[src/rtl/alu_pipe_pkg.sv]
// Shared op encodings and helpers for the two-stage ALU/parity pipeline.
// parity_of accepts results up to PAR_MAX_WIDTH bits; zero-extension does not change parity.
package alu_pipe_pkg;

    localparam logic [2:0] OP_ADD  = 3'd0;
    localparam logic [2:0] OP_SUB  = 3'd1;
    localparam logic [2:0] OP_XOR  = 3'd2;
    localparam logic [2:0] OP_OR   = 3'd3;
    localparam logic [2:0] OP_AND  = 3'd4;
    localparam logic [2:0] OP_NOR  = 3'd5;
    localparam logic [2:0] OP_NAND = 3'd6;
    localparam logic [2:0] OP_XNOR = 3'd7;

    localparam int PAR_MAX_WIDTH = 64;

    // Each op bit is the OR of the instruction bits whose index has that bit set.
    function automatic logic [2:0] decode_instr(input logic [7:0] instr);
        logic [2:0] op;
        op[0] = instr[1] | instr[3] | instr[5] | instr[7];
        op[1] = instr[2] | instr[3] | instr[6] | instr[7];
        op[2] = instr[4] | instr[5] | instr[6] | instr[7];
        return op;
    endfunction

    function automatic logic parity_of(input logic [PAR_MAX_WIDTH-1:0] vec, input logic odd);
        return odd ? ^vec : ~^vec;
    endfunction

endpackage

[src/rtl/alu_core.sv]
// Combinational ALU: add/sub at WIDTH+1 bits (MSB is carry/borrow), six bitwise ops.
module alu_core
    import alu_pipe_pkg::*;
#(
    parameter int WIDTH = 4
) (
    input  logic [WIDTH-1:0] a,
    input  logic [WIDTH-1:0] b,
    input  logic [2:0]       op,
    output logic [WIDTH-1:0] result,
    output logic             carry
);

    logic [WIDTH:0]   sum_ext;
    logic [WIDTH:0]   diff_ext;
    logic [WIDTH-1:0] logic_res;

    assign sum_ext  = {1'b0, a} + {1'b0, b};
    assign diff_ext = {1'b0, a} - {1'b0, b};

    genvar gi;
    generate
        for (gi = 0; gi < WIDTH; gi++) begin : g_bit
            logic bit_res;
            always_comb begin
                bit_res = 1'b0;
                case (op)
                    OP_XOR:  bit_res = a[gi] ^ b[gi];
                    OP_OR:   bit_res = a[gi] | b[gi];
                    OP_AND:  bit_res = a[gi] & b[gi];
                    OP_NOR:  bit_res = ~(a[gi] | b[gi]);
                    OP_NAND: bit_res = ~(a[gi] & b[gi]);
                    OP_XNOR: bit_res = ~(a[gi] ^ b[gi]);
                    default: bit_res = 1'b0;
                endcase
            end
            assign logic_res[gi] = bit_res;
        end
    endgenerate

    // The extra MSB of the subtraction is set exactly when a < b (borrow).
    always_comb begin
        result = logic_res;
        carry  = 1'b0;
        case (op)
            OP_ADD:  {carry, result} = sum_ext;
            OP_SUB:  {carry, result} = diff_ext;
            default: ;
        endcase
    end

endmodule

[src/rtl/alu_parity_pipe.sv]
// Two-stage valid/ready ALU pipeline with parity tag; stage 1 holds operands, stage 2 holds results.
// Optional one-hot instruction checker enabled by defining ALU_ONEHOT_CHECK_EN.
module alu_parity_pipe
    import alu_pipe_pkg::*;
#(
    parameter int WIDTH   = 4,
    parameter bit PAR_ODD = 1'b0
) (
    input  logic             clock,
    input  logic             reset,
    input  logic             in_valid,
    output logic             in_ready,
    input  logic [WIDTH-1:0] a,
    input  logic [WIDTH-1:0] b,
    input  logic [7:0]       instr,
    output logic             out_valid,
    input  logic             out_ready,
    output logic [WIDTH-1:0] result,
    output logic             carry,
    output logic             parity,
    output logic             err
);

    logic             s1_v_reg;
    logic [WIDTH-1:0] s1_a_reg;
    logic [WIDTH-1:0] s1_b_reg;
    logic [2:0]       s1_op_reg;

    logic             s2_v_reg;
    logic [WIDTH-1:0] result_reg;
    logic             carry_reg;
    logic             parity_reg;

    logic [WIDTH-1:0] result_next;
    logic             carry_next;
    logic             parity_next;

    logic s2_ready;
    logic s1_load;
    logic s1_adv;

    assign s2_ready = !s2_v_reg || out_ready;
    assign in_ready = !s1_v_reg || s2_ready;
    assign s1_load  = in_valid && in_ready;
    assign s1_adv   = s1_v_reg && s2_ready;

    always_ff @(posedge clock or posedge reset) begin
        if (reset) begin
            s1_v_reg  <= 1'b0;
            s1_a_reg  <= '0;
            s1_b_reg  <= '0;
            s1_op_reg <= OP_ADD;
        end else begin
            if (in_ready) begin
                s1_v_reg <= in_valid;
            end
            if (s1_load) begin
                s1_a_reg  <= a;
                s1_b_reg  <= b;
                s1_op_reg <= decode_instr(instr);
            end
        end
    end

    alu_core #(
        .WIDTH(WIDTH)
    ) u_alu_core (
        .a      (s1_a_reg),
        .b      (s1_b_reg),
        .op     (s1_op_reg),
        .result (result_next),
        .carry  (carry_next)
    );

    assign parity_next = parity_of(PAR_MAX_WIDTH'(result_next), PAR_ODD);

    // Result fields only load on an actual advance so they hold while stalled.
    always_ff @(posedge clock or posedge reset) begin
        if (reset) begin
            s2_v_reg   <= 1'b0;
            result_reg <= '0;
            carry_reg  <= 1'b0;
            parity_reg <= PAR_ODD ? 1'b0 : 1'b1;
        end else begin
            if (s2_ready) begin
                s2_v_reg <= s1_v_reg;
            end
            if (s1_adv) begin
                result_reg <= result_next;
                carry_reg  <= carry_next;
                parity_reg <= parity_next;
            end
        end
    end

`ifdef ALU_ONEHOT_CHECK_EN
    logic s1_chk_reg;
    logic err_reg;
    logic chk_next;

    assign chk_next = (instr != 8'd0) && ((instr & (instr - 8'd1)) != 8'd0);

    always_ff @(posedge clock or posedge reset) begin
        if (reset) begin
            s1_chk_reg <= 1'b0;
            err_reg    <= 1'b0;
        end else begin
            if (s1_load) begin
                s1_chk_reg <= chk_next;
            end
            if (s1_adv) begin
                err_reg <= s1_chk_reg;
            end
        end
    end

    assign err = err_reg;
`else
    assign err = 1'b0;
`endif

    assign out_valid = s2_v_reg;
    assign result    = result_reg;
    assign carry     = carry_reg;
    assign parity    = parity_reg;

endmodule

[config.mk]
export PLATFORM = sky130hd
export DESIGN_NAME = alu_parity_pipe
export DESIGN_NICKNAME = d
export VERILOG_FILES = /design/src/rtl/alu_pipe_pkg.sv /design/src/rtl/alu_core.sv /design/src/rtl/alu_parity_pipe.sv
export SDC_FILE = /design/constraint.sdc
export NUM_CORES = 1
export LEC_CHECK = 0
export CORE_MARGIN = 2
export CORE_UTILIZATION = 45
export DETAILED_ROUTE_END_ITERATION = 7
export PLACE_DENSITY_LB_ADDON = 0.3
export REMOVE_ABC_BUFFERS = 1
export SLEW_MARGIN = 20
export SYNTH_ARGS = -nofsm -noshare
export SYNTH_HDL_FRONTEND = slang
export SYNTH_SLANG_ARGS = --single-unit
[constraint.sdc]
create_clock -name clock -period 4.1 [get_ports clock]
set_clock_uncertainty 0.15 [all_clocks]
set_input_delay 0.82 -clock clock [delete_from_list [all_inputs] [get_ports clock]]
set_output_delay 0.82 -clock clock [all_outputs]
set_load 0.005 [all_outputs]
==> impl_metrics.py, run 1 <==
metrics = {
    "min_path": {
        "holdPathStages": 2,
        "worst_hold_startpoint": "parity",
        "hp-class": "flip-flop to flip-flop",
        "min_delay_worst_endpoint": "parity",
    },
    "final_layout": {
        "fillerInstances": 288,
        "utilization_pct": 55.6,
        "fin_nets": 205,
        "layout.cells.most_common": "sky130_fd_sc_hd__clkdlybuf4s50_1",
        "seqCellArea_um2": 477,
        "most-common-layout-cells": "26 x sky130_fd_sc_hd__clkdlybuf4s50_1, 18 x sky130_fd_sc_hd__dfrtp_1, 14 x sky130_fd_sc_hd__ha_1",
        "multi_input_gate_area_um2": 831,
        "layoutNonFillerInstCount": 212,
        "area_growth_from_synthesis_to_layout_pct": 18.5,
        "antennaDiodeCount": 0,
        "layout-drive-gt1-share_pct": 10.7,
    },
    "sta": {
        "finalSetupTns_ns": 0,
        "final_count_of_hold_timing_violations": 0,
        "maxSlewViolCount": 0,
        "min_period_ns": 2.93,
        "period_share_pct": 71.4,
        "setup_viol": 0,
        "worst_slew_margin_rel_pct": 53.8,
        "fmax_mhz": 342,
        "worst-slew-pin-transition_ns": 0.692,
        "grt_setup_unrepaired": "false",
    },
    "die": {
        "io-pin-count": 29,
        "die_width_um": 60.4,
        "core_area_um2": 3050,
        "placementRows": 20,
        "die_area_um2": 3650,
        "initial_core_utilization_pct": 46.9,
        "dieHeight_um": 60.4,
    },
    "place": {
        "port-buffer-count": 26,
        "dp.final_hpwl_mm": 1.97,
        "post-place-cells": 208,
        "routabilityCongestion": 0.790,
    },
    "synth": {
        "post_synth_instance_area_um2": 1430,
        "synth_unique_cells": 37,
        "synth_enable_flop_cells": 0,
        "post_synthesis_area_per_instance_um2": 9.81,
        "sequential_element_share_of_the_synthesized_area_pct": 33.3,
        "synthesis.instances": 146,
        "ys_async_sr_fraction_pct": 100,
        "synthFlopType": "sky130_fd_sc_hd__dfrtp_1",
        "ys_seq_elements": 19,
        "yosys_warnings": 0,
    },
    "cts": {
        "clock_tree.root_cell": "sky130_fd_sc_hd__clkbuf_4",
        "cts_max_level": 1,
        "postCtsResizedCells": 0,
        "clkSlewWorstSetupHoldPaths_ns": 0.10,
        "worstSkewPairLatency_ns": 0.30,
        "cts_tree": "done",
        "cts_max_path_buffers": 2,
        "clkSinkCount": 19,
        "cts_setup_buffers": 0,
        "numCtsBuffers": 3,
        "post_cts_hold_buffers": 0,
    },
    "setup_path": {
        "critPathKind": "input pin to output port",
        "reg2reg_depth": 10,
        "worst-endpoint-arrival_ns": 1.96,
        "crit_startpoint": "out_ready",
        "crit_required_ns": 3.13,
        "reg2reg_from": "s1_b_reg[0]",
        "crit_fanout": 3,
        "critical_path.startpoint_type": "input pin",
        "end_of_the_worst_register_to_register_path": "parity",
        "worstSetupEndpointType": "output port",
        "r2r_setup_slack_ns": 1.55,
    },
    "routing": {
        "drtAntennaViolNets": 0,
        "route.final.wire_length_mm": 2.42,
        "wl_per_cell_um": 11.4,
        "route.detailed.drc": 0,
        "number_of_design_rule_violations_left_by_the_first_detailed_router_iteration": 35,
        "dr.pass1.iters": 4,
        "route.detailed.vias_per_inst": 4.93,
        "vias": 1045,
    },
    "global_routing": {
        "global_route_wire_length_before_repair_mm": 4.22,
        "grt.total_usage_pct": 15.3,
        "antenna_found_initial": 0,
        "globalRoute.totalOverflow": 0,
        "pin_count_of_the_biggest_net_entering_global_routing": 23,
        "grt_pass1_vias": 1019,
    },
    "run_status": {
        "result_of_the_run": "finished clean",
    },
    "job": {
        "cap_violations": 0,
    },
    "power_and_ir_drop": {
        "pwr_density_cell_nw_per_um2": 399,
        "leakage_uw": 0.000743,
        "ir_worst_vdd_v": 0.000179,
    },
}
-- cell type report --
type,instances,share of cell area (%)
sequential,19,28.1
timing repair buffer,26,15.3
multi-input combinational,106,48.9
clock buffer,4,1.55
tap,44,3.24
inverter,13,2.87
-- stage by stage --
| stage | hold WS, ns | power [uW] | cell area [um2] | setup slack (ns) |
|---|---|---|---|---|
| 2_1_floorplan | 0.301 | 481 | 1360 | 1.71 |
| 3_3_place_gp | 0.297 | 578 | 1670 | 1.20 |
| 3_5_place_dp | 0.302 | 593 | 1670 | 1.17 |
| 4_1_cts | 0.318 | 691 | 1700 | 1.17 |
| 5_1_grt | 0.354 | 745 | 1700 | 1.13 |
| 6_report | 0.313 | 678 | 1700 | 1.17 |
-- kinds of logic after synthesis --
group                      synth area share (%)
AOI/OAI and AO/OA                          14.2
buffers and inverters                      8.73
other                                     0.262
and+or+nand+nor                            13.1
adders and majority gates                  15.0
DFF                                        33.3
muxes                                      12.9
xor gates and xnor gates                   2.45
-- critical path, cell delays in order --
cell	delay, ns
sky130_fd_sc_hd__clkdlybuf4s50_1	0.47
sky130_fd_sc_hd__nand3b_1	0.15
sky130_fd_sc_hd__clkdlybuf4s50_1	0.52
-- layer usage --
layer	up-vias	GRT usage [%]	routed length, um
met3	2	4.05	120
met2	20	29.0	1250
met5	-	0	0
li1	542	-	-
met4	0	2.80	10
met1	481	17.3	1040
-- cell usage after synthesis, types with 2 or more instances --
cell type / count / area share [%]
sky130_fd_sc_hd__nor2_1: 8 / 2.1
sky130_fd_sc_hd__ha_1: 14 / 12
sky130_fd_sc_hd__xnor2_1: 3 / 1.8
sky130_fd_sc_hd__nand2_1: 12 / 3.1
sky130_fd_sc_hd__o31ai_1: 2 / 1.0
sky130_fd_sc_hd__nand2b_1: 4 / 1.7
sky130_fd_sc_hd__dfrtp_1: 18 / 31
sky130_fd_sc_hd__buf_6: 2 / 1.6
sky130_fd_sc_hd__nor4_1: 3 / 1.3
sky130_fd_sc_hd__nor2b_1: 6 / 2.6
sky130_fd_sc_hd__a21oi_1: 6 / 2.1
sky130_fd_sc_hd__inv_1: 13 / 3.4
sky130_fd_sc_hd__a211oi_1: 3 / 1.6
sky130_fd_sc_hd__o21ai_1: 3 / 1.0
sky130_fd_sc_hd__buf_4: 4 / 2.1
sky130_fd_sc_hd__o21ai_0: 11 / 3.8
sky130_fd_sc_hd__mux2i_1: 5 / 3.5
sky130_fd_sc_hd__mux2_2: 9 / 7.1
sky130_fd_sc_hd__fa_1: 2 / 2.8
-- worst max path at each step --
stage / end / slack, ns / cells after the start
global placement: in_ready / 1.20 / 3
floorplan: parity / 1.71 / 9
CTS: in_ready / 1.17 / 3
detailed placement: in_ready / 1.17 / 3
finish: in_ready / 1.17 / 3
global route: in_ready / 1.13 / 3
-- where the power goes --
group	switching [uW]	internal, uW	total (uW)
combinational	132	177	310
clock	56.4	37.9	94.3
sequential	44.0	230	274
Note: power is estimated with default switching activity, not from simulation.
==> run 2: changes to the inputs <==
==> constraint.sdc (replaced) <==
create_clock -name clock -period 2.8 [get_ports clock]
set_clock_uncertainty 0.15 [all_clocks]
set_input_delay 0.56 -clock clock [delete_from_list [all_inputs] [get_ports clock]]
set_output_delay 0.56 -clock clock [all_outputs]
set_load 0.005 [all_outputs]
==> run 2 against run 1 <==
Effect of this change:
- non-clock buffer count stayed put
- global-route usage fell by 0.13 points
- critical endpoint is now parity
- register-to-register slack got worse by 1.3 ns
- critical path type is now flip-flop to flip-flop
- wire length fell by 1.9%
- final cell count unchanged
- clock-buffer cell count is 1 lower
- critical path depth increased by 6
- largest power group unchanged
- clock power rose by 48%
==> impl_metrics.py, run 2 (synthesis gave the netlist of run 1 again) <==
metrics = {
    "run_status": {
        "result_of_the_run": "finished clean",
    },
    "sta": {
        "grt_setup_unrepaired": "false",
        "finalSetupTns_ns": 0,
        "final_count_of_hold_timing_violations": 0,
        "setup_viol": 0,
        "fmax_mhz": 394,
        "worst_slew_margin_rel_pct": 53.3,
        "fin_hold_ws_ns": 0.322,
        "period_share_pct": 90.6,
        "worst-slew-pin-transition_ns": 0.699,
        "maxSlewViolCount": 0,
        "min_period_ns": 2.54,
    },
    "power_and_ir_drop": {
        "clkPwrFrac_pct": 14.0,
        "p_int_uw": 650,
        "p_sw_uw": 345,
        "pwr_density_cell_nw_per_um2": 585,
        "power.switching_fraction_pct": 34.7,
        "leakage_uw": 0.000746,
        "p_total_uw": 995,
        "sequential_group_share_of_total_power_pct": 40.2,
        "comb_power_share_pct": 45.8,
        "ir_worst_vdd_v": 0.000250,
    },
    "final_layout": {
        "multi_input_gate_area_um2": 831,
        "layoutNonFillerInstCount": 212,
        "area_growth_from_synthesis_to_layout_pct": 18.6,
        "fin_nets": 205,
        "most-common-layout-cells": "26 x sky130_fd_sc_hd__clkdlybuf4s50_1, 18 x sky130_fd_sc_hd__dfrtp_1, 14 x sky130_fd_sc_hd__ha_1",
        "fillerInstances": 282,
        "layout-drive-gt1-share_pct": 11.3,
        "summed_area_of_non_filler_cells_in_the_final_layout_um2": 1700,
        "layout.cells.most_common": "sky130_fd_sc_hd__clkdlybuf4s50_1",
        "antennaDiodeCount": 0,
        "seqCellArea_um2": 477,
    },
    "setup_path": {
        "worst-endpoint-arrival_ns": 2.62,
        "r2r_setup_slack_ns": 0.26,
        "worstSetupEndpointType": "flip-flop",
        "crit_required_ns": 2.89,
        "critical_path.startpoint_type": "flip-flop",
        "reg2reg_depth": 9,
        "critPathKind": "flip-flop to flip-flop",
        "crit_fanout": 3,
    },
    "place": {
        "port-buffer-count": 26,
        "dp.final_hpwl_mm": 1.93,
        "dpl-instance-area_um2": 1670,
        "routabilityCongestion": 0.794,
        "post-place-cells": 208,
    },
    "cts": {
        "cts_tree": "done",
        "clock_tree.root_cell": "sky130_fd_sc_hd__clkbuf_4",
        "clkSlewWorstSetupHoldPaths_ns": 0.11,
        "worstSkewPairLatency_ns": 0.30,
        "numCtsBuffers": 3,
        "cts_setup_buffers": 0,
        "clkSinkCount": 19,
        "postCtsResizedCells": 0,
        "post_cts_hold_buffers": 0,
        "cts_max_level": 1,
        "cts_max_path_buffers": 2,
    },
    "min_path": {
        "holdPathStages": 2,
        "hp-class": "flip-flop to flip-flop",
    },
    "die": {
        "placementRows": 20,
        "dieHeight_um": 60.4,
        "die_area_um2": 3650,
        "die_width_um": 60.4,
        "initial_core_utilization_pct": 46.9,
        "core_area_um2": 3050,
        "io-pin-count": 29,
    },
    "routing": {
        "drtAntennaViolNets": 0,
        "route.detailed.vias_per_inst": 5.02,
        "route.final.wire_length_mm": 2.37,
        "number_of_design_rule_violations_left_by_the_first_detailed_router_iteration": 18,
        "route.detailed.drc": 0,
        "wl_per_cell_um": 11.2,
        "dr.pass1.iters": 4,
        "vias": 1065,
    },
    "global_routing": {
        "grt_pass1_vias": 1066,
        "antenna_found_initial": 0,
        "globalRoute.totalOverflow": 0,
        "pin_count_of_the_biggest_net_entering_global_routing": 23,
        "global_route_wire_length_before_repair_mm": 4.29,
        "grt.total_usage_pct": 15.1,
    },
    "job": {
        "cap_violations": 0,
    },
}
==> run 2: cell types whose count changed in the layout (fill, tap and decap cells not counted), sizes merged <==
cell	delta
clkbuf	-1
clkinv	+1
==> run 2: through the flow <==
stage | setup slack (ns) | utilization, %
6_report | 0.263 | 55.7
5_1_grt | 0.0826 | 55.7
4_1_cts | 0.252 | 55.7
3_5_place_dp | 0.275 | 54.8
3_3_place_gp | 0.307 | 54.8
2_1_floorplan | 0.411 | -
==> run 2: power by group through the flow <==
stage | Sequential [uW] | Combinational, uW | Clock (uW)
final | 400 | 455 | 140
after global placement | 402 | 444 | 0
after detailed placement | 408 | 460 | 0
after CTS | 402 | 461 | 142
after floorplan | 399 | 305 | 0
after global routing | 414 | 514 | 156
==> run 2: final timing paths <==
path / endpoint / from
min: parity / parity
max: parity / s1_a_reg[0]
min in group asynchronous: result[0] / reset
min reg2reg: parity / parity
max reg2reg: parity / s1_a_reg[0]
max in group asynchronous: s1_a_reg[2] / reset
==> run 2: area by class of cell <==
class	instances	share of cell area, %
Clock buffer	3	1.33
Clock inverter	1	0.295
Tap cell	44	3.24
Multi-Input combinational cell	106	48.9
Inverter	13	2.87
Timing Repair Buffer	26	15.3
Sequential cell	19	28.1
==> run 2: critical path, stage by stage, from the launching register on <==
cell                      delay [ns]
sky130_fd_sc_hd__dfrtp_1        0.38
sky130_fd_sc_hd__inv_1          0.07
sky130_fd_sc_hd__ha_1           0.23
sky130_fd_sc_hd__fa_1           0.48
sky130_fd_sc_hd__o21ai_0        0.08
sky130_fd_sc_hd__mux4_2         0.51
sky130_fd_sc_hd__xor2_1         0.17
sky130_fd_sc_hd__xnor2_1        0.15
sky130_fd_sc_hd__xnor2_1        0.13
sky130_fd_sc_hd__o21ai_1        0.12
==> run 2: per-layer routing <==
layer / track usage (%) / part of all wire [%]
met1: 18.4 / 45
met2: 27.0 / 49
met3: 2.56 / 4.6
met4: 5.59 / 0.88
met5: 0 / 0
